==> src/rtl/packet_fifo.sv <==
`default_nettype none
// ============================================================================
// packet_fifo : synchronous FIFO with staged packet writes (commit / discard)
// Revision    : 1.0
// ============================================================================
module packet_fifo #(
  parameter int WIDTH     = 8,
  parameter int DEPTH     = 256,
  parameter int AF_THRESH = 16
) (
  input  logic                     clk,
  input  logic                     rst,
  input  logic                     wr_en,
  input  logic [WIDTH-1:0]         wr_data,
  input  logic                     commit,
  input  logic                     discard,
  output logic                     full,
  output logic                     almost_full,
  output logic [$clog2(DEPTH):0]   free,
  output logic                     pkt_err,
  output logic                     commit_drop,
  input  logic                     rd_en,
  output logic [WIDTH-1:0]         rd_data,
  output logic                     empty,
  output logic [$clog2(DEPTH):0]   count
);

  localparam int          AW      = $clog2(DEPTH);
  localparam logic [AW:0] C_DEPTH = (AW+1)'(DEPTH);
  localparam logic [AW:0] C_ONE   = (AW+1)'(1);
  localparam int unsigned C_AF    = AF_THRESH;

  logic [WIDTH-1:0] mem [DEPTH];

  logic [AW:0] wr_ptr;
  logic [AW:0] cm_ptr;
  logic [AW:0] rd_ptr;
  logic [AW:0] used;
  logic [AW:0] wr_next;

  logic wr_acc;
  logic wr_ovf;
  logic rd_acc;
  logic drop_commit;
  logic rollback;

  // Status is derived purely from registered pointers; no input reaches an output.
  assign used        = wr_ptr - rd_ptr;
  assign full        = (used == C_DEPTH);
  assign empty       = (cm_ptr == rd_ptr);
  assign free        = C_DEPTH - used;
  assign count       = cm_ptr - rd_ptr;
  assign almost_full = (32'(free) <= C_AF);

  assign wr_acc      = wr_en && !full;
  assign wr_ovf      = wr_en && full;
  assign rd_acc      = rd_en && !empty;
  assign drop_commit = commit && !discard && (pkt_err || wr_ovf);
  assign rollback    = discard || drop_commit;
  assign wr_next     = wr_acc ? (wr_ptr + C_ONE) : wr_ptr;

  // A write landing in a packet that is rolled back only touches free space.
  always_ff @(posedge clk) begin
    if (wr_acc) begin
      mem[wr_ptr[AW-1:0]] <= wr_data;
    end
  end

  always_ff @(posedge clk) begin
    if (rst) begin
      wr_ptr      <= '0;
      cm_ptr      <= '0;
      rd_ptr      <= '0;
      rd_data     <= '0;
      pkt_err     <= 1'b0;
      commit_drop <= 1'b0;
    end else begin
      commit_drop <= drop_commit;

      if (rollback) begin
        wr_ptr  <= cm_ptr;
        pkt_err <= 1'b0;
      end else if (commit) begin
        wr_ptr  <= wr_next;
        cm_ptr  <= wr_next;
        pkt_err <= 1'b0;
      end else begin
        wr_ptr <= wr_next;
        if (wr_ovf) begin
          pkt_err <= 1'b1;
        end
      end

      if (rd_acc) begin
        rd_data <= mem[rd_ptr[AW-1:0]];
        rd_ptr  <= rd_ptr + C_ONE;
      end
    end
  end

endmodule
`default_nettype wire

==> config.mk <==
export PLATFORM = sky130hd
export DESIGN_NAME = packet_fifo
export DESIGN_NICKNAME = d
export VERILOG_FILES = /design/src/rtl/packet_fifo.sv
export SDC_FILE = /design/constraint.sdc
export NUM_CORES = 2
export LEC_CHECK = 0
export CAP_MARGIN = 20
export CORE_MARGIN = 2
export CORE_UTILIZATION = 40
export DETAILED_ROUTE_END_ITERATION = 10
export SLEW_MARGIN = 0
export SYNTH_ARGS = -nofsm -noshare
export SYNTH_HDL_FRONTEND = slang
export SYNTH_SLANG_ARGS = --single-unit
export TNS_END_PERCENT = 1
==> constraint.sdc <==
create_clock -name clk -period 11.71 [get_ports clk]
set_input_delay 1.171 -clock clk [delete_from_list [all_inputs] [get_ports clk]]
set_output_delay 1.171 -clock clk [all_outputs]
set_load 0.005 [all_outputs]
==> run metrics <==
clk_lat worst skew 840 ps; r2r endpoint mem[83][4]; Final Util 0.451; Final TNS setup 0 ps; pin count of the biggest net entering global routing 158; Critical Path End Type primary output; CTS clk-pin slew, worst paths 60 ps; fillers 17100; Max Fclk 164 MHz; PwrDens about 180 nW/µm²; Leak 27.8 nW; vias in the first global route 41800; WHS Endpoint wr_ptr[0]; top_reg_cell synth edfxtp_1; Via density around 6; register area share after synthesis 0.760; cts repair resizes 0; Final Hold Fails 0; Synth-to-Final Area Change 12.4%; crit path DAT 4920 ps; die width 457 µm; Slowest-stage cell, CP dfxtp_4; register bit total from synthesis 2085; critical path class reg -> out; fin nets 4239; DRT Wirelength approximately 230 mm; number of synthesized flops with an enable pin 2048; Hold Path Origin cm_ptr[0]; via count 42600; hold buffer count at CTS 0; Worst-Margin Slew roughly 1200 ps; DP HPWL about 140 mm; GRT Total Usage 0.223; setup slack, reg-to-reg around 5700 ps; minimum clock period 6090 ps; Finished Layout Cells 7072; CP Launch Point rd_ptr[2]; TritonCTS Buffers slightly above 200; Initial Utilization 0.401; die area 209000 µm²; maxcap violations 0; Worst VDD drop roughly 0.00015 V; layout cells sized above 1 0.208; Syn Nets 4130; ys async rst share 0; Setup violations, final 0; Yosys warnings 0; 1st-pass router iterations 6; crit start category register; Die Span Y between 400 and 500 µm; reg2reg start rd_ptr[2]; 1st-iter DRT viols 6374; io pins 45; Core Region 204000 µm²; status finished, final reports clean; Inst Count DP 6680; clock root buffer clkbuf_16; Synth Instances 4089; post-synthesis cell area roughly 82000 µm²; Final Total Pwr approximately 0.016 W; unrepaired setup endpoints after global routing false; Final period util 0.520; GRT overflow 0; first-pass GRT wire length 330 mm; Worst Reg-to-Reg Cells 14; area occupied by multi-input gates 18400 µm²; slowest cell delay on critical path 610 ps; post-route ant nets 0; CP Cell Sequence inv_2 > ha_1 > a21o_1 > a21oi_1 > nor2b_1 > o31ai_1 > o311ai_0 > and3b_1 > ha_1 > a21oi_1 > nor4b_1 > clkdlybuf4s50_1; CTS tree built; Max Root-Sink Buffers 3; Max-slew headroom 0.216; initial antenna violation count 11; DRC errors left 0; GP Congestion 0.871; PortBufs 44; H-tree depth 4; Fin Clk Skew between 40 and 50 ps; syn avg cell area between 20 and 25 µm²; CP max FO 19; TritonCTS Sinks 2085; Worst EP required 10540 ps; Synth cell types 70; hold path cells 2; num rows 166; post-CTS setup buffer count 0; WL/cell about 33 µm; Sequential Area 62300 µm²; max-slew violations 0; worst min path class reg -> reg
## state kept, by name, indices dropped and copies added, names as in the netlist
| signal | count |
|---|---|
| cm_ptr | 9 |
| wr_ptr | 9 |
| mem | 2048 |
| pkt_err | 1 |
| rd_data | 8 |
| rd_ptr | 9 |
| commit_drop | 1 |
## critical path, delay by kind of cell (launching register included)
kind | cells | cell delay (ps)
buffers and inverters | 2 | 950
adder cells (fa/ha/maj) | 2 | 770
flip-flops | 1 | 610
AO/OA/AOI/OAI | 5 | 1090
AND/OR/NAND/NOR | 3 | 600
## cells by family after synthesis
| kind of cell | Yosys count | synth area share |
|---|---|---|
| AOI/OAI and AO/OA | 409 | 0.0345 |
| xor gates and xnor gates | 35 | 0.00374 |
| and+or+nand+nor | 618 | 0.0324 |
| DFF | 2085 | 0.760 |
| adders and majority gates | 27 | 0.00431 |
| muxes | 647 | 0.149 |
| buffers and inverters | 268 | 0.0169 |
## power by group
part | internal, W | leakage [nW] | switching, W
Sequential | 0.00821 | 18.7 | 0.0000447
Clock | 0.00369 | 3.22 | 0.00286
Combinational | 0.000688 | 5.87 | 0.000972
Total | 0.0126 | 27.8 | 0.00387
## metrics by stage
| stage | worst slack, ps | hold slack, ps | area, µm² |
|---|---|---|---|
| after floorplan | 6810 | 491 | 81900 |
| after CTS | 5510 | 514 | 92000 |
| after global placement | 5790 | 510 | 85400 |
| after global routing | 5190 | 552 | 92100 |
| after detailed placement | 5740 | 516 | 85400 |
| final | 5620 | 513 | 92100 |
## synthesized netlist by cell type, types with 30 or more instances
library cell / instances / area share
a21oi_1: 76 / 0.0046
nand3_1: 52 / 0.0032
nand2_1: 96 / 0.0044
o21ai_0: 56 / 0.0034
edfxtp_1: 2048 / 0.75
o221ai_1: 42 / 0.0045
nor2_1: 357 / 0.016
mux2i_1: 178 / 0.022
buf_2: 71 / 0.0043
o22ai_1: 39 / 0.0030
buf_4: 31 / 0.0028
a22oi_1: 63 / 0.0058
dfxtp_1: 37 / 0.0090
mux4_2: 455 / 0.13
nor3_1: 30 / 0.0018
a211oi_1: 33 / 0.0030
clkbuf_1: 102 / 0.0047
## routing by layer
metal	routed length, µm	vias up	track usage
met5	22	-	0
met1	94900	22700	0.321
met3	24300	349	0.0493
met2	108000	2432	0.337
li1	-	17100	-
met4	7610	4	0.0733
## layout by cell type, fill, tap and decap left out, types with 14 or more instances in the layout
master,count
clkinv_1,50
dfxtp_1,32
clkinv_2,47
bufinv_16,22
a22o_1,19
nor2b_1,19
a22oi_1,63
clkdlybuf4s50_1,35
nor2_1,352
ha_1,25
nor3_1,29
xnor2_1,22
a221oi_1,15
edfxtp_1,2048
o21ai_0,56
o221ai_1,42
mux2i_1,178
clkbuf_16,204
a21oi_1,76
nand2_1,95
nand4_1,19
mux4_2,455
buf_4,92
inv_1,17
nand3_1,52
diode_2,15
a211oi_1,33
mux2_2,14
o22ai_1,39
clkbuf_1,28
## final cells by class
cell class | count | share of cell area
sequential | 2085 | 0.676
multi-input combinational | 1736 | 0.200
clock buffer | 232 | 0.0566
tap | 2688 | 0.0365
clock inverter | 143 | 0.0152
timing repair buffer | 148 | 0.0147
inverter | 25 | 0.00105
antenna | 15 | 0.000408
## worst max path at each step
| stage | to |
|---|---|
| after detailed placement | mem[83][5] |
| after global placement | mem[3][6] |
| after global routing | almost_full |
| after CTS | almost_full |
| after floorplan | mem[202][0] |
| final | almost_full |
Note: power is estimated with default switching activity, not from simulation.
